## src/rtl/timer_ip.sv

```systemverilog
// timer_ip: memory-mapped down-counting timer with prescaler, auto-reload and sticky expiry interrupt
module timer_ip #(
    parameter int DATA_WIDTH = 32
) (
    input  logic                  clk,
    input  logic                  rst_n,
    input  logic [DATA_WIDTH-1:0] wd,
    input  logic [31:0]           address,
    input  logic                  we,
    output logic [DATA_WIDTH-1:0] rd,
    output logic                  irq
);
    logic [2:0]            off;
    logic                  en, auto_rl, irq_en, expired;
    logic [DATA_WIDTH-1:0] load, count;
    logic [15:0]           prescale, pcnt;
    logic                  wr_ctrl, wr_load, wr_count, wr_pre, wr_stat;
    logic                  tick, expire, rise, stop;
    logic                  addr_unused;

    assign off         = address[4:2];
    assign addr_unused = ^{address[31:5], address[1:0]};
    assign wr_ctrl     = we && off == 3'd0;
    assign wr_load     = we && off == 3'd1;
    assign wr_count    = we && off == 3'd2;
    assign wr_pre      = we && off == 3'd3;
    assign wr_stat     = we && off == 3'd4;
    assign tick        = en && !wr_pre && pcnt == prescale;
    assign expire      = tick && count == '0;
    assign rise        = wr_ctrl && wd[0] && !en;
    assign stop        = wr_ctrl && !wd[0];
    assign irq         = expired && irq_en;

    assign rd = off == 3'd0 ? DATA_WIDTH'({irq_en, auto_rl, en}) :
                off == 3'd1 ? load :
                off == 3'd2 ? count :
                off == 3'd3 ? DATA_WIDTH'(prescale) :
                off == 3'd4 ? DATA_WIDTH'(expired) : '0;

    // Control bits, reload/prescale registers and the sticky expiry flag (set beats clear)
    always_ff @(posedge clk or negedge rst_n) begin
        if (!rst_n) begin
            en       <= 1'b0;
            auto_rl  <= 1'b0;
            irq_en   <= 1'b0;
            expired  <= 1'b0;
            load     <= '0;
            prescale <= '0;
        end else begin
            if (wr_ctrl) {irq_en, auto_rl, en} <= wd[2:0];
            else if (expire && !auto_rl) en <= 1'b0;
            if (wr_load) load <= wd;
            if (wr_pre) prescale <= wd[15:0];
            if (expire) expired <= 1'b1;
            else if (wr_stat && wd[0]) expired <= 1'b0;
        end
    end

    // Counter: direct write beats enable/expiry reload, which beats the tick decrement
    always_ff @(posedge clk or negedge rst_n) begin
        if (!rst_n) count <= '0;
        else if (wr_count) count <= wd;
        else if (rise || (expire && auto_rl && !stop)) count <= load;
        else if (tick && count != '0) count <= count - DATA_WIDTH'(1);
    end

    // Prescaler phase: held at 0 while idle, restarted by a PRESCALE write, wraps at PRESCALE
    always_ff @(posedge clk or negedge rst_n) begin
        if (!rst_n) pcnt <= '0;
        else pcnt <= (!en || wr_pre || pcnt == prescale) ? '0 : pcnt + 16'd1;
    end
endmodule
```

## config.mk

```make
export PLATFORM = sky130hd
export DESIGN_NAME = timer_ip
export DESIGN_NICKNAME = d
export VERILOG_FILES = /design/src/rtl/timer_ip.sv
export SDC_FILE = /design/constraint.sdc
export NUM_CORES = 1
export LEC_CHECK = 0
export CAP_MARGIN = 15
export CORE_AREA = 4 4 110 112
export CTS_BUF_LIST = sky130_fd_sc_hd__clkbuf_8 sky130_fd_sc_hd__clkbuf_16
export CTS_CLUSTER_DIAMETER = 60
export DETAILED_ROUTE_END_ITERATION = 7
export DIE_AREA = 0 0 114 116
export PLACE_DENSITY = 0.92
export SYNTH_ARGS = -nofsm -noshare
export SYNTH_HDL_FRONTEND = slang
export SYNTH_SLANG_ARGS = --single-unit
```

## constraint.sdc

```tcl
create_clock -name clk -period 3.9 [get_ports clk]
set_input_delay 0.39 -clock clk [delete_from_list [all_inputs] [get_ports clk]]
set_output_delay 0.39 -clock clk [all_outputs]
set_load 0.05 [all_outputs]
```

==> impl_metrics.tcl <==
set metrics [dict create \
    antenna_found_initial 0 \
    dieArea_um2 13200 \
    layout_common_cells "100 x dfrtp_1, 61 x mux2_2, 46 x nand2_1" \
    syn_inst 599 \
    synth_top_flop_cell "dfrtp_1" \
    endpoint_kind "register" \
    final_common_cell "dfrtp_1" \
    power_density_nw_per_um2 463 \
    synth_area_um2 5890 \
    timing.final.hold_violations 0 \
    slew_headroom_pct 37.1 \
    final_max_slew_viol_count 0 \
    drcViolationCount 0 \
    setup_tns_ps 0 \
    critPathMaxFanout 17 \
    synth-edff-count 0 \
    ys_warn_count 0 \
    skew_ps 12.2 \
    fp.dieH_um 116 \
    ctsRootBufferMaster "clkbuf_16" \
    grtUsageTotal_pct 26.9 \
    required_ps 4110 \
    wl_mm 17.3 \
    leakagePower_nw 2.87 \
    max_cap_viol_count 0 \
    internal-power_w 0.00226 \
    cp-start-kind "register" \
    cts_tree "built" \
    final_util_pct 65.4 \
    synth_area_per_cell_um2 9.84 \
    htree_levels 3 \
    p_clk_share_pct 27.2 \
    top_level_ports 100 \
    path_clk_slew_ps 70 \
    rows 39 \
    grt_setup_unrepaired "no" \
    period_share_pct 92.5 \
    area_growth_syn_to_layout_pct 24.5 \
    pwr-share-seq_pct 44.1 \
    drive_gt1_share_pct 21.5 \
    vias_per_cell 6.83 \
    vias 5512 \
    cts_made_buffers 9 \
    numClockSinks 100 \
    status "completed" \
    antenna_cells 0 \
    drt_iter0_drc 913 \
    min_period_ps 3610 \
    ys_ff_latch 100 \
    tightest_slew_ps 943 \
    grt_max_degree 75 \
    hold_class "input pin to asynchronous set/reset pin" \
    drt_first_pass_iters 7 \
    wl_per_cell_um 21.5 \
    dp_hpwl_mm 11.7 \
    first_global_vias 5605 \
    path_class "register to register" \
    setup_viol 0 \
    cts_resized 0 \
    start_util_pct 52.5 \
    register_area_um2 2500 \
    clock_path_buffers 2 \
    gr-total-overflow 0 \
    core_um2 11200 \
    die_w_um 114 \
    switchingPower_w 0.00114 \
    power_frac_comb_pct 28.7 \
    async_flop_share_pct 100 \
    fillers 761 \
    synth_nets 668 \
    synth.distinct_cells 57 \
    nets 728 \
    crit_arrival_ps 3820 \
    io_buffers 70 \
    cts_hold_buf 0 \
    clk_latency_ps 360 \
    ant_nets 0 \
    post-cts-setup-buffer-count 0 \
    grt_first_pass_wirelength_mm 28.3 \
    multi_input_area_um2 3190 \
    switching_share_pct 33.5 \
    peakVddDrop_uv 211 \
    routabilityCongestion 0.921 \
    fmax_mhz 277 \
    yosysSeqAreaShare_pct 42.5 \
]
-- critical path, cell delays in order, from the launching register on --
cell and delay [ps]:
dfrtp_1 420, inv_1 120, ha_1 210, nor4b_2 490, nand3_1 370, nor4_1 270
buf_4 180, nor4b_1 440, o21ai_1 320, buf_4 300, o211ai_1 200, a31oi_1 130
-- flip-flops by register name, summed over array words and instances (netlist names) --
| name | count |
|---|---|
| prescale | 16 |
| irq_en | 1 |
| en | 1 |
| pcnt | 16 |
| auto_rl | 1 |
| load | 32 |
| expired | 1 |
| count | 32 |
-- layout make-up --
cell class,count,share of cell area (%)
flip-flops and latches,100,34.1
inverters,6,0.307
multi-input cells,450,43.5
clock inverters,5,0.699
well taps,143,2.44
clock buffers,11,3.44
repair buffers,92,15.5
-- final timing paths --
path,startpoint,end,slack [ps],cells past startpoint
worst min register to register,expired$_DFFE_PN0P_,expired$_DFFE_PN0P_,510,2
worst min-delay path,rst_n,pcnt[11]$_DFF_PN0_,170,1
worst max register to register,count[0]$_DFFE_PN0P_,count[25]$_DFFE_PN0P_,290,11
worst max-delay path,count[0]$_DFFE_PN0P_,count[25]$_DFFE_PN0P_,290,11
min in group clk,expired$_DFFE_PN0P_,expired$_DFFE_PN0P_,510,2
max in group asynchronous,rst_n,load[3]$_DFFE_PN0P_,2780,2
-- cell families after synthesis --
kind of cell               share of synthesized area [%]
and+or+nand+nor                                     19.1
AOI/OAI and AO/OA                                   13.8
DFF                                                 42.5
muxes                                               13.0
xor gates and xnor gates                            7.58
buffers and inverters                               3.67
adders and majority gates                          0.424
-- layer usage --
layer  GRT usage, %  vias up  share of wire, %
li1               -     2323                 -
met1           34.1     2664                38
met3           6.58      106                10
met4           13.4        0               4.7
met2           43.1      419                47
met5              0        -                 0
-- cell usage after synthesis (all sizes together) (7+ instances only) --
library cell | n | area [um2]
a21oi | 10 | 50.1
a22o | 18 | 158
a22oi | 15 | 113
a31oi | 12 | 75.1
buf | 15 | 87.6
clkbuf | 28 | 106
dfrtp | 100 | 2500
mux2 | 61 | 687
nand2 | 47 | 184
nand2b | 7 | 51.3
nand3 | 25 | 125
nand4 | 8 | 50.1
nor2 | 43 | 161
nor3 | 30 | 150
nor4 | 18 | 113
o211ai | 13 | 97.6
o21ai | 25 | 125
or3 | 9 | 56.3
xnor2 | 26 | 228
xor2 | 25 | 219
-- power by group through the flow --
stage | Sequential, W | Clock [W] | Combinational, W
3_5_place_dp | 0.00150 | 0 | 0.000958
2_1_floorplan | 0.00140 | 0 | 0.000679
4_1_cts | 0.00149 | 0.000921 | 0.000969
3_3_place_gp | 0.00148 | 0 | 0.000915
5_1_grt | 0.00152 | 0.000978 | 0.00104
6_report | 0.00150 | 0.000922 | 0.000976
-- per-stage QoR --
stage / instance area [um2] / power, W / std cells / hold slack (ps) / worst slack, ps
2_1_floorplan: 5890 / 0.00208 / 599 / 94.4 / 1170
3_3_place_gp: 7040 / 0.00239 / 791 / 485 / 450
3_5_place_dp: 7040 / 0.00246 / 791 / 504 / 266
4_1_cts: 7340 / 0.00338 / 807 / 218 / 450
5_1_grt: 7340 / 0.00354 / 807 / 263 / 85.3
6_report: 7340 / 0.00340 / 807 / 174 / 292
Power figures use the tool's default switching activity.
==> variant (same flow settings) <==
Put a register stage on the outputs `rd` and `irq`. The values now appear one clock later.
--- a/src/rtl/timer_ip.sv
+++ b/src/rtl/timer_ip.sv
@@ -29,13 +29,11 @@
     assign expire      = tick && count == '0;
     assign rise        = wr_ctrl && wd[0] && !en;
     assign stop        = wr_ctrl && !wd[0];
-    assign irq         = expired && irq_en;
+    always_ff @(posedge clk) begin
+        rd  <= off == 3'd0 ? DATA_WIDTH'({irq_en, auto_rl, en}) : off == 3'd1 ? load : off == 3'd2 ? count : off == 3'd3 ? DATA_WIDTH'(prescale) : off == 3'd4 ? DATA_WIDTH'(expired) : '0;
+        irq <= expired && irq_en;
+    end
 
-    assign rd = off == 3'd0 ? DATA_WIDTH'({irq_en, auto_rl, en}) :
-                off == 3'd1 ? load :
-                off == 3'd2 ? count :
-                off == 3'd3 ? DATA_WIDTH'(prescale) :
-                off == 3'd4 ? DATA_WIDTH'(expired) : '0;
 
     // Control bits, reload/prescale registers and the sticky expiry flag (set beats clear)
     always_ff @(posedge clk or negedge rst_n) begin
Function: changed (Yosys sat finds a counterexample within 4 cycles, from zero or initial values and one cycle with rst_n low).
==> variant against the unedited design <==
- wire length increased by 4.2%
- largest power group unchanged
- count of clock-buffer cells in the layout up 9
- sequential cell count is 33 higher
- power up 27%
- worst setup slack better by 0.016 ns
- largest cell class is now sequential cells
- sequential power increased by 23%
- synthesized area grew 11%
- via count rose by 1.5%
- die area is the same
- design area rose by 8.9%
- combinational power is 6.0% lower
==> variant: results (changes against the unedited design) <==
* Synth Area in Adders at 0.384% (was 0.425%)
* H-tree Lvls at 4 (was 3)
* Worst setup startpoint: count[14]$_DFFE_PN0P_ (was count[0]$_DFFE_PN0P_)
* Cell variety after synth at 51 (was 57)
* R2r worst-path depth at 7 (was 11)
* CP max stage cell: or4_4 (was nor4b_2)
* Vias in the first global route at 5883 (was 5605)
* Synth async-reset ratio at 75.2% (was 100%)
* Mux share of post-synthesis cell area at 13.6% (was 13.0%)
* Top post-synthesis cells by count: dfrtp_1 (100), nor2_1 (65), nand2_1 (58) (was dfrtp_1 (100), mux2_2 (61), nand2_1 (46))
* Synth Area in Compound Gates at 11.5% (was 13.8%)
* DR vias at 5592 (was 5512)
* Total CTS buffers at 17 (was 9)
* First-pass GRT wire length at 29.4 mm (was 28.3 mm)
* Setup Buffers After CTS at 0 (unchanged)
* Total GRT Usage at 28.4% (was 26.9%)
* Routed wire length at 18.1 mm (was 17.3 mm)
* Top cells by area, synth: dfrtp_1 (38%), dfxtp_1 (10%), mux2_2 (9.3%) (was dfrtp_1 (42%), mux2_2 (12%), xnor2_1 (3.9%))
* Dpl hpwl at 11.3 mm (was 11.7 mm)
* Top FF cell, synth: dfrtp_1 (unchanged)
* NumNets Final at 777 (was 728)
* Reg2reg setup slack at 0.31 ns (was 0.29 ns)
* Drt first-iter violations at 526 (was 913)
* Layout fillers at 741 (was 761)
* Fin Clk Skew at 0.0141 ns (was 0.0122 ns)
* GP Congestion at 0.905 (was 0.921)
* Largest net degree at the start of global routing at 79 (was 75)
* Status: finished clean (unchanged)
* Worst stage delay on the critical path at 0.55 ns (was 0.49 ns)
* Max clock buf depth at 2 (unchanged)
* Syn Nets at 701 (was 668)
* Max FO, Critical Path at 12 (was 17)
* Pleak at 0.00341 uW (was 0.00287 uW)
* Drt pass-1 iters at 5 (was 7)
* Post-synthesis sequential area ratio at 48.6% (was 42.5%)
* Clk slew on worst S/H paths at 0.07 ns (about the same)
* VDD IR-drop max at 0.242 mV (was 0.211 mV)
* Top flop regs: count x32, load x32, rd x32 (was count x32, load x32)
* Share of cells above drive strength 1 at 17.2% (was 21.5%)
* Xor and xnor area share after synthesis at 7.13% (was 7.58%)
* Clk_lat worst skew at 0.43 ns (was 0.36 ns)
* IO buf count at 70 (unchanged)
* Initial antenna violation count at 0 (unchanged)
* Smallest hold slack at 0.128 ns (was 0.174 ns)
* Worst Tran Pin Value at 1.02 ns (was 0.943 ns)
* FF-to-FF End: count[1]$_DFFE_PN0P_ (was count[25]$_DFFE_PN0P_)
[variant: cell types whose count changed after synthesis, moves of 13 or more]
cell	unedited run	this run
o211ai_1	13	0
a22oi_1	15	29
mux2i_1	1	21
a22o_1	18	0
o221ai_1	3	21
nor2_1	43	65
dfxtp_1	0	33
inv_1	6	21
nor3_1	30	13
[variant: cells by family (layout without fill, tap and decap cells)]
| family | after synthesis | in the layout |
|---|---|---|
| compound gates | 104 | 104 |
| xor+xnor | 53 | 53 |
| fa+ha+maj | 2 | 2 |
| buf+inv | 57 | 146 |
| flops | 133 | 133 |
| mux | 78 | 78 |
| simple gates | 205 | 205 |
[variant: layout make-up]
cell class                      count  share of cell area, %
Inverter                           21                  0.987
Multi-Input combinational cell    442                   39.1
Clock inverter                     12                   1.35
Timing Repair Buffer               93                   10.9
Tap cell                          143                   2.24
Sequential cell                   133                   39.6
Clock buffer                       20                   5.84
[variant: layer usage]
layer	vias up	GRT usage (%)	part of all wire, %
met4	0	14.5	4.1
li1	2410	-	-
met3	95	8.41	9.4
met1	2753	34.3	38
met2	334	46.5	49
met5	-	0	0
[variant: through the flow]
| step | std cells | power [uW] | worst slack (ns) | util [%] | area [um^2] |
|---|---|---|---|---|---|
| 2_1_floorplan | 632 | 2420 | 1.06 | - | 6520 |
| 3_3_place_gp | 832 | 2670 | 0.579 | 66.1 | 7420 |
| 3_5_place_dp | 832 | 2730 | 0.463 | 66.1 | 7420 |
| 4_1_cts | 864 | 4290 | 0.393 | 71.2 | 7990 |
| 5_1_grt | 864 | 4470 | 0.244 | 71.2 | 7990 |
| 6_report | 864 | 4300 | 0.308 | 71.2 | 7990 |
[variant: report_power, final]
part	switching (uW)	leakage (uW)	internal, uW
clock network	620	0.000271	923
logic	498	0.00162	419
registers	235	0.00152	1600
total	1350	0.00341	2950
